File: src/rtl/sw_debounce_if.sv
// Switch-conditioning bus: raw board levels in, debounced levels and edge strobes out.
`timescale 1ns/1ps
interface sw_debounce_if #(
  parameter int WIDTH = 10
);
  logic [WIDTH-1:0] sw_raw;
  logic [WIDTH-1:0] sw_clean;
  logic [WIDTH-1:0] sw_rise;
  logic [WIDTH-1:0] sw_fall;
  logic             sw_changed;

  modport master (
    output sw_raw,
    input  sw_clean,
    input  sw_rise,
    input  sw_fall,
    input  sw_changed
  );

  modport slave (
    input  sw_raw,
    output sw_clean,
    output sw_rise,
    output sw_fall,
    output sw_changed
  );
endinterface

File: src/rtl/sw_debounce.sv
// Per-bit two-flop synchroniser and stable-count debouncer for board switches/keys,
// producing clean levels plus registered one-cycle rise/fall strobes.
`timescale 1ns/1ps
module sw_debounce #(
  parameter int WIDTH         = 10,
  parameter int STABLE_CYCLES = 1000000
) (
  input  logic           clk,
  input  logic           rst_n,
  sw_debounce_if.slave   bus
);
  localparam int CNT_W = $clog2(STABLE_CYCLES);
  localparam logic [CNT_W-1:0] CNT_MAX = CNT_W'(STABLE_CYCLES - 1);
  localparam logic [CNT_W-1:0] CNT_ONE = CNT_W'(1);

  typedef enum logic {
    IDLE  = 1'b0,
    COUNT = 1'b1
  } state_t;

  logic [WIDTH-1:0] s1_p0;
  logic [WIDTH-1:0] s2_p1;
  logic [WIDTH-1:0] clean_p2;
  logic [WIDTH-1:0] rise_p2;
  logic [WIDTH-1:0] fall_p2;
  logic             changed_p2;

  logic [WIDTH-1:0] clean_nx;
  logic [WIDTH-1:0] rise_nx;
  logic [WIDTH-1:0] fall_nx;

  // Stage p0/p1: two-flop synchroniser; nothing downstream touches s1_p0
  always_ff @(posedge clk or negedge rst_n) begin
    if (!rst_n) begin
      s1_p0 <= '0;
      s2_p1 <= '0;
    end else begin
      s1_p0 <= bus.sw_raw;
      s2_p1 <= s1_p0;
    end
  end

  // Stage p2: per-bit mismatch counter and acceptance
  for (genvar b = 0; b < WIDTH; b++) begin : g_bit
    state_t           state_p2;
    state_t           state_nx;
    logic [CNT_W-1:0] cnt_p2;
    logic [CNT_W-1:0] cnt_nx;
    logic             clean_b;
    logic             rise_b;
    logic             fall_b;
    logic             mismatch;

    assign mismatch = (s2_p1[b] != clean_p2[b]);

    always_ff @(posedge clk or negedge rst_n) begin
      if (!rst_n) begin
        state_p2 <= IDLE;
        cnt_p2   <= '0;
      end else begin
        state_p2 <= state_nx;
        cnt_p2   <= cnt_nx;
      end
    end

    always_comb begin
      state_nx = state_p2;
      cnt_nx   = cnt_p2;
      clean_b  = clean_p2[b];
      rise_b   = 1'b0;
      fall_b   = 1'b0;
      case (state_p2)
        IDLE: begin
          // Counter is always zero here, so the first mismatch edge counts as one
          if (mismatch) begin
            state_nx = COUNT;
            cnt_nx   = CNT_ONE;
          end
        end
        COUNT: begin
          if (!mismatch) begin
            state_nx = IDLE;
            cnt_nx   = '0;
          end else if (cnt_p2 == CNT_MAX) begin
            state_nx = IDLE;
            cnt_nx   = '0;
            clean_b  = s2_p1[b];
            rise_b   = s2_p1[b];
            fall_b   = ~s2_p1[b];
          end else begin
            cnt_nx = cnt_p2 + CNT_ONE;
          end
        end
      endcase
    end

    assign clean_nx[b] = clean_b;
    assign rise_nx[b]  = rise_b;
    assign fall_nx[b]  = fall_b;
  end

  always_ff @(posedge clk or negedge rst_n) begin
    if (!rst_n) begin
      clean_p2   <= '0;
      rise_p2    <= '0;
      fall_p2    <= '0;
      changed_p2 <= 1'b0;
    end else begin
      clean_p2   <= clean_nx;
      rise_p2    <= rise_nx;
      fall_p2    <= fall_nx;
      changed_p2 <= |(rise_nx | fall_nx);
    end
  end

  assign bus.sw_clean   = clean_p2;
  assign bus.sw_rise    = rise_p2;
  assign bus.sw_fall    = fall_p2;
  assign bus.sw_changed = changed_p2;
endmodule

File: src/flat_wrapper.sv
// flat-port wrapper written by rule: the top's interface ports become plain ports
module sw_debounce_flat 
#(
  parameter int WIDTH         = 10,
  parameter int STABLE_CYCLES = 1000000
)
  (clk, rst_n, bus_sw_raw, bus_sw_clean, bus_sw_rise, bus_sw_fall, bus_sw_changed);
  sw_debounce_if #(.WIDTH(WIDTH)) bus_i ();
  input  logic clk;
  input  logic rst_n;
  input wire logic [$bits(bus_i.sw_raw)-1:0] bus_sw_raw;
  output wire logic [$bits(bus_i.sw_clean)-1:0] bus_sw_clean;
  output wire logic [$bits(bus_i.sw_rise)-1:0] bus_sw_rise;
  output wire logic [$bits(bus_i.sw_fall)-1:0] bus_sw_fall;
  output wire logic [$bits(bus_i.sw_changed)-1:0] bus_sw_changed;
  assign bus_i.sw_raw = bus_sw_raw;
  assign bus_sw_clean = bus_i.sw_clean;
  assign bus_sw_rise = bus_i.sw_rise;
  assign bus_sw_fall = bus_i.sw_fall;
  assign bus_sw_changed = bus_i.sw_changed;
  sw_debounce #(.WIDTH(WIDTH), .STABLE_CYCLES(STABLE_CYCLES)) u_core (.clk(clk), .rst_n(rst_n), .bus(bus_i));
endmodule
File: config.mk
export PLATFORM = sky130hd
export DESIGN_NAME = sw_debounce_flat
export DESIGN_NICKNAME = d
export VERILOG_FILES = /design/src/rtl/sw_debounce_if.sv /design/src/rtl/sw_debounce.sv /design/src/flat_wrapper.sv
export SDC_FILE = /design/constraint.sdc
export NUM_CORES = 1
export LEC_CHECK = 0
export BUFFER_PORTS_ARGS = -buffer_cell sky130_fd_sc_hd__buf_2
export CELL_PAD_IN_SITES_DETAIL_PLACEMENT = 1
export CELL_PAD_IN_SITES_GLOBAL_PLACEMENT = 2
export CORE_AREA = 5 5 182 219
export CTS_CLUSTER_DIAMETER = 40
export DETAILED_ROUTE_END_ITERATION = 6
export DIE_AREA = 0 0 187 224
export PLACE_DENSITY = 0.77
export SLEW_MARGIN = 20
export SYNTH_ARGS = -nofsm -noshare
export SYNTH_HDL_FRONTEND = slang
export SYNTH_SLANG_ARGS = --single-unit
File: constraint.sdc
create_clock -name clk -period 2.2 [get_ports clk]
set_clock_uncertainty 0.1 [all_clocks]
set_input_delay 0.11 -clock clk [delete_from_list [all_inputs] [get_ports clk]]
set_output_delay 0.11 -clock clk [all_outputs]
set_load 0.005 [all_outputs]
==> results of run 1 <==
-- stage by stage --
step	hold WS, ps	instances	instance area, um2	total power, W	setup WS, ps
5_1_grt	92.8	2113	16900	0.0138	-36.5
3_5_place_dp	-19.0	2010	15000	0.00609	8.86
2_1_floorplan	-286	1413	13400	0.00568	73.4
4_1_cts	57.4	2111	16800	0.0135	19.4
6_report	75.2	2113	16900	0.0133	90.2
3_3_place_gp	-22.3	2010	15000	0.00606	10.1
-- cell families (layout without fill, tap and decap cells) --
group,Yosys count,in the layout
simple gates,596,596
buf+inv,97,317
compound gates,395,395
mux,22,22
fa+ha+maj,10,10
xor+xnor,32,32
flops,261,261
-- synth_stat cells, drive strengths merged (3+ instances only) --
cell type / n
nor3: 28
o21ai: 78
ha: 10
dfrtp: 261
o31a: 7
nand4b: 5
and3: 26
and2: 19
nand2b: 17
mux2: 10
a21oi: 84
or2: 17
nand3: 84
xor2: 21
or4: 8
nor2: 66
o21bai: 3
nand2: 169
inv: 33
o21a: 12
mux2i: 12
o21ba: 3
xnor2: 11
a32oi: 5
or2b: 4
nor4b: 9
o211ai: 5
o31ai: 9
nand3b: 5
o311ai: 4
nor4: 30
or3: 13
a41oi: 22
a22o: 33
nor3b: 20
a21o: 16
nand4: 55
buf: 27
a31oi: 101
and4: 14
clkbuf: 37
-- worst max path at each step --
| stage | startpoint | to | cells after the start |
|---|---|---|---|
| floorplan | u_core.g_bit[1].cnt_p2[0] | u_core.g_bit[1].cnt_p2[6] | 9 |
| global placement | u_core.g_bit[5].cnt_p2[8] | u_core.g_bit[5].cnt_p2[7] | 5 |
| detailed placement | u_core.g_bit[5].cnt_p2[8] | u_core.g_bit[5].cnt_p2[7] | 5 |
| CTS | u_core.g_bit[4].cnt_p2[12] | u_core.g_bit[4].cnt_p2[4] | 6 |
| global route | u_core.g_bit[1].cnt_p2[0] | u_core.g_bit[1].cnt_p2[19] | 8 |
| finish | u_core.g_bit[5].cnt_p2[8] | u_core.g_bit[5].cnt_p2[7] | 5 |
-- final cells by class --
type                    instances  area (um2)
repair buffers                196        1520
clock buffers                  58        1330
inverters                      33         124
fillers                      4245       20600
well taps                     480         601
flip-flops and latches        261        6530
clock inverters                30         267
multi-input cells            1055        6510
-- report_power, final --
part	leakage (nW)	internal [W]	switching, W
logic	2.97	0.000363	0.000485
clock network	0.772	0.00458	0.00263
registers	3.54	0.00498	0.000218
total	7.28	0.00992	0.00333
-- sequential cells by signal (all words and copies together), names as in the netlist --
signal / flops
u_core.s1_p0: 10
u_core.g_bit.cnt_p2: 200
u_core.bus.sw_changed: 1
u_core.bus.sw_rise: 10
u_core.bus.sw_fall: 10
u_core.g_bit.state_p2: 10
u_core.s2_p1: 10
u_core.bus.sw_clean: 10
-- layout by cell type, fill, tap and decap left out, types with 13 or more instances in the layout --
cell and instances:
a21oi_1 83, a21o_1 16, and3_1 26, or3_1 13
nand2b_1 17, nand4_1 54, o21ai_0 75, nor3b_1 20
nand2_1 168, a31oi_1 100, nor4_1 27, xor2_1 21
nor2_1 65, or2_2 15, nand3_1 84, buf_4 133
buf_2 41, and2_1 18, and4_1 13, dfrtp_1 261
a22o_1 33, clkbuf_16 49, nor3_1 25, a41oi_1 21
inv_1 33
-- worst min-delay path, stage by stage --
cell and delay, ps:
dlygate4sd3_1 560, buf_8 190, buf_4 200
-- metal layers --
layer	wire length (um)	vias up
met5	0	-
met4	730	0
met3	883	58
met2	18100	113
met1	16300	5920
li1	-	5709
-- repair_timing --
item                                    CTS  global route
resized for setup                         1            18
hold endpoints to repair                271             0
pin swaps                                 0             3
setup buffers                             0             2
endpoints found under the setup margin    1            59
hold buffers                             13             0
==> run metrics, run 1 <==
outcome completed; DRC 0; adder-cell share of the synthesized area 0.00937; startpoint types flop; clock transition at the registers of the reported paths approximately 50 ps; Crit-path slowest cell nor4b_1; chip height 224 um; port bufs 42; CP Data Arrival Time about 2400 ps; Worst Path Required roughly 2500 ps; post-synthesis sequential area ratio 0.489; Crit Path Category flop to flop; die footprint roughly 42000 um2; share of layout cells above drive strength 1 0.199; Worst-Margin Slew 929 ps; initial antenna violation count 0; CP Max Fanout 33; final cycle utilization of the critical path 0.959; Final setup viols 0; Core ar. between 30000 and 40000 um2; Crit. End Element flop; Root Driver clkbuf_16; Final Hold Vio Count 0; cell family with most CP delay compound AO/OA/AOI/OAI gates; Clock Path Buffers 3; pin count of the biggest net entering global routing 58; area leader, netlist dfrtp_1; post-synthesis mux area share 0.0177; number of synthesized flops with an enable pin 0; CTS tree yes; post-route minimum period between 2000 and 2500 ps; synth warn 0; maxcap violations 0; worst reg-to-reg setup slack about 90 ps; worst path cell trace nor4b_1, nand4b_1, o21ba_4, a21o_1, a22o_1; GR Util met1 0.219; initial core utilization 0.356; number of synthesized register bits approximately 260; Synth Flop Type dfrtp_1; first-pass GRT wire length roughly 62000 um; vias in the first global route ~12k; GRT busiest layer met2; Min-Delay Path Class input pin to async pin; pwr/cell area a little under 800 nW/um2; Post-synth ARST share 1.00; Global Route Usage Sum 0.172; Detailed Route Iter0 Violations ~530; ant diodes 0; delay of the slowest critical-path stage between 400 and 500 ps; syn nets between 1k and 1.5k; grt ovf 0; Rel. slew slack 0.379; CTS Sinks 261; worst reg-to-reg path cell count 5; main combinational cell family by area after synthesis simple AND/OR/NAND/NOR gates; Final Util 0.450; post-route ant nets 0; TNS Setup 0 ps; final wirelength approximately 36000 um; drt first pass iters 5; vias around 12k; DP HPWL between 20000 and 25000 um; # rows 78; xor and xnor area share after synthesis 0.0210; final net count about 1.6k; Leak 7.28 nW; I/O Pins 43; maximum VDD drop approximately 0.57 mV; Mapped Cells 1413; final max-slew violation count 0; top cell type's share of synthesized area 0.489; Worst Path Buf+Inv 0; GRT met2 Usage 0.306; GPL Wtd Cong 0.781; Simple-Gate Fraction of Synth Area 0.239; routed vias/inst between 5 and 6; compound-gate portion of the synthesized area 0.193; r2r endpoint u_core.g_bit[5].cnt_p2[7]; die width approximately 190 um; Clock Latency Late Sink 550 ps; CTS buffer count 48; Area Growth Syn to Fin 26.4%; Worst R2R Start u_core.g_bit[5].cnt_p2[8]; cell area after technology mapping 13400 um2; H-Tree Depth 2; post-DR wirelength/cell between 15 and 20 um; grt met3 use 0.0256; top post-synthesis cells by area dfrtp_1 49%, nand2_1 4.7%, a31oi_1 4.7%; RSZ-0062 raised after global routing yes; syn_area_per_cell approximately 9.4 um2; Max Freq ~470 MHz; count of cell types in the netlist 75
(Power assumes the default switching activity.)
==> run 2: changes to the inputs <==
SETUP_SLACK_MARGIN = 0.1   (was unset)
==> run 2 against run 1 <==
  * Critical path type unchanged
  * Sequential power barely moved
  * Global-route usage fell by 0.19 points
  * Cell count rose by 0.52%
  * Maximum frequency fell by 0.92%
  * Highest routed layer unchanged
  * Wire length rose by 2.4%
  * Utilization rose by 1.1 points
  * Worst setup slack got worse by 20 ps
  * Critical path depth did not move
  * Via count rose by 0.57%
==> run metrics, run 2 (synthesis gave the netlist of run 1 again) <==
CTS tree yes; grt met3 use 0.0271 (+0.00156); pwr/cell area 787 nW/um2 (+0.24%); maximum VDD drop 0.517 mV (-9.4%); outcome completed; Biggest register u_core.g_bit.cnt_p2; Root Driver clkbuf_16; DP HPWL 24700 um (+0.46%); drt first pass iters 4 (-1); Leak 7.44 nW (+2.2%); Clock Latency Late Sink 550 ps (about the same); final net count 1629 (+0.74%); final wirelength 36800 um (+2.4%); I/O Pins 43 (unchanged); CTS buffer count 46 (-4.2%); PnR worst setup slack 70.6 ps (-19.7 ps); first-pass GRT wire length 60800 um (-1.9%); H-Tree Depth 2 (unchanged); pre-CTS setup slack 25.3 ps (+16.5 ps); Final Hold Vio Count 0 (unchanged); Fin Hold WS 13.1 ps (-62.1 ps); Crit. End Element flop; Clock Path Buffers 3 (unchanged); Max Freq 470 MHz (-0.92%); startpoint types flop; DRC 0 (unchanged); final max-slew violation count 0 (unchanged); Area Growth Syn to Fin 29.5%; Min-Delay Path Class input pin to async pin; placed cell area 15000 um2 (-0.10%); GR Util met1 0.205 (-0.0145); initial antenna violation count 0 (unchanged); die width 187 um (unchanged); ant diodes 0 (unchanged); Crit Path Category flop to flop; share of layout cells above drive strength 1 0.229 (+0.0297); commonest non-fill, non-tap cells in the layout 257 x dfrtp_1, 167 x nand2_1, 143 x buf_4, 98 x a31oi_1, 81 x a21oi_1; post-route minimum period 2130 ps (+19.7 ps); port bufs 42 (unchanged); routed vias/inst 5.59 (about the same); maxcap violations 0 (unchanged); Worst Path Required 2530 ps (about the same); GRT busiest layer met2; RSZ-0062 raised after global routing yes; # rows 78 (unchanged); pin count of the biggest net entering global routing 69 (+19%); post-route ant nets 0 (unchanged); Detailed Route Iter0 Violations 415 (-21%); vias 11.9k (+0.57%); most common cell after layout, fill and taps aside dfrtp_1; GPL Wtd Cong 0.796 (+2.0%); die footprint 41900 um2 (unchanged); Final setup viols 0 (unchanged); Global Route Usage Sum 0.170 (-0.00186); max FFs per register 200 (unchanged); CTS Sinks 261 (unchanged); GRT met2 Usage 0.308 (+0.00189); final cycle utilization of the critical path 0.968 (+0.00894); Final Util 0.461 (+0.0110); clock transition at the registers of the reported paths 50 ps (about the same); initial core utilization 0.356 (unchanged); Core ar. 37500 um2 (unchanged); post-DR wirelength/cell 17.3 um (+1.8%); Rel. slew slack 0.471 (+0.0920); TNS Setup 0 ps (unchanged); grt ovf 0 (unchanged); post-route design area 17300 um2 (+2.4%); chip height 224 um (unchanged); Worst-Margin Slew 791 ps (-138 ps); CP Data Arrival Time 2460 ps (+20 ps); vias in the first global route 12.4k (+0.29%); CP Max Fanout 4 (-88%)
## run 2: changes by cell type in the layout (fill, tap and decap cells not counted), sizes merged
cell / previous run / this run
inv: 40 / 46
buf: 184 / 198
dlygate4sd3: 12 / 11
clkbuf: 58 / 55
bufinv: 2 / 6
clkinvlp: 9 / 6
clkinv: 12 / 6
## run 2: cell type report
cell class | count | area, um2
flip-flops and latches | 261 | 6540
multi-input cells | 1055 | 6770
clock inverters | 31 | 392
repair buffers | 210 | 1620
clock buffers | 54 | 1240
inverters | 33 | 124
fillers | 4240 | 20200
well taps | 480 | 601
## run 2: worst max-delay path, stage by stage, from the launching register on
cell	delay (ps)
dfrtp_1	380
or4b_4	550
nor4_4	380
and2_4	240
nand2_4	70
mux2_4	300
## run 2: final timing paths
check,cells past startpoint,endpoint,slack [ps],startpoint
setup / recovery,5,u_core.bus.sw_clean[4],70,u_core.g_bit[4].cnt_p2[12]
hold / removal,2,u_core.g_bit[5].cnt_p2[7],10,rst_n
setup reg to reg,5,u_core.bus.sw_clean[4],70,u_core.g_bit[4].cnt_p2[12]
hold reg to reg,0,u_core.s2_p1[9],250,u_core.s1_p0[9]
max in group asynchronous,3,u_core.g_bit[7].cnt_p2[15],1190,rst_n
min in group clk,2,u_core.s1_p0[1],100,bus_sw_raw[1]
## run 2: through the flow
stage	cells	power, W
3_5_place_dp	2007	0.00610
6_report	2124	0.0136
3_3_place_gp	2007	0.00606
5_1_grt	2124	0.0142
4_1_cts	2107	0.0138
2_1_floorplan	1413	0.00569
## run 2: repair_timing
item                                   in CTS  in global routing
hold buffers                               11                  0
setup buffers                               4                 14
gates resized for setup                    12                 63
endpoints found under the hold margin     271                  0
gates cloned                                0                  3
setup endpoints to repair                  29                 86
pin swaps                                   1                 22
## run 2: routing by layer
layer	wire length, um	share of wire
met5	0	0
met4	1020	0.028
met3	975	0.026
met2	19000	0.52
met1	15900	0.43
## run 2: where the power goes
group | internal, W | switching, W | total (W) | leakage (nW)
clock | 0.00483 | 0.00267 | 0.00750 | 0.785
sequential | 0.00498 | 0.000237 | 0.00522 | 3.53
combinational | 0.000393 | 0.000500 | 0.000893 | 3.12
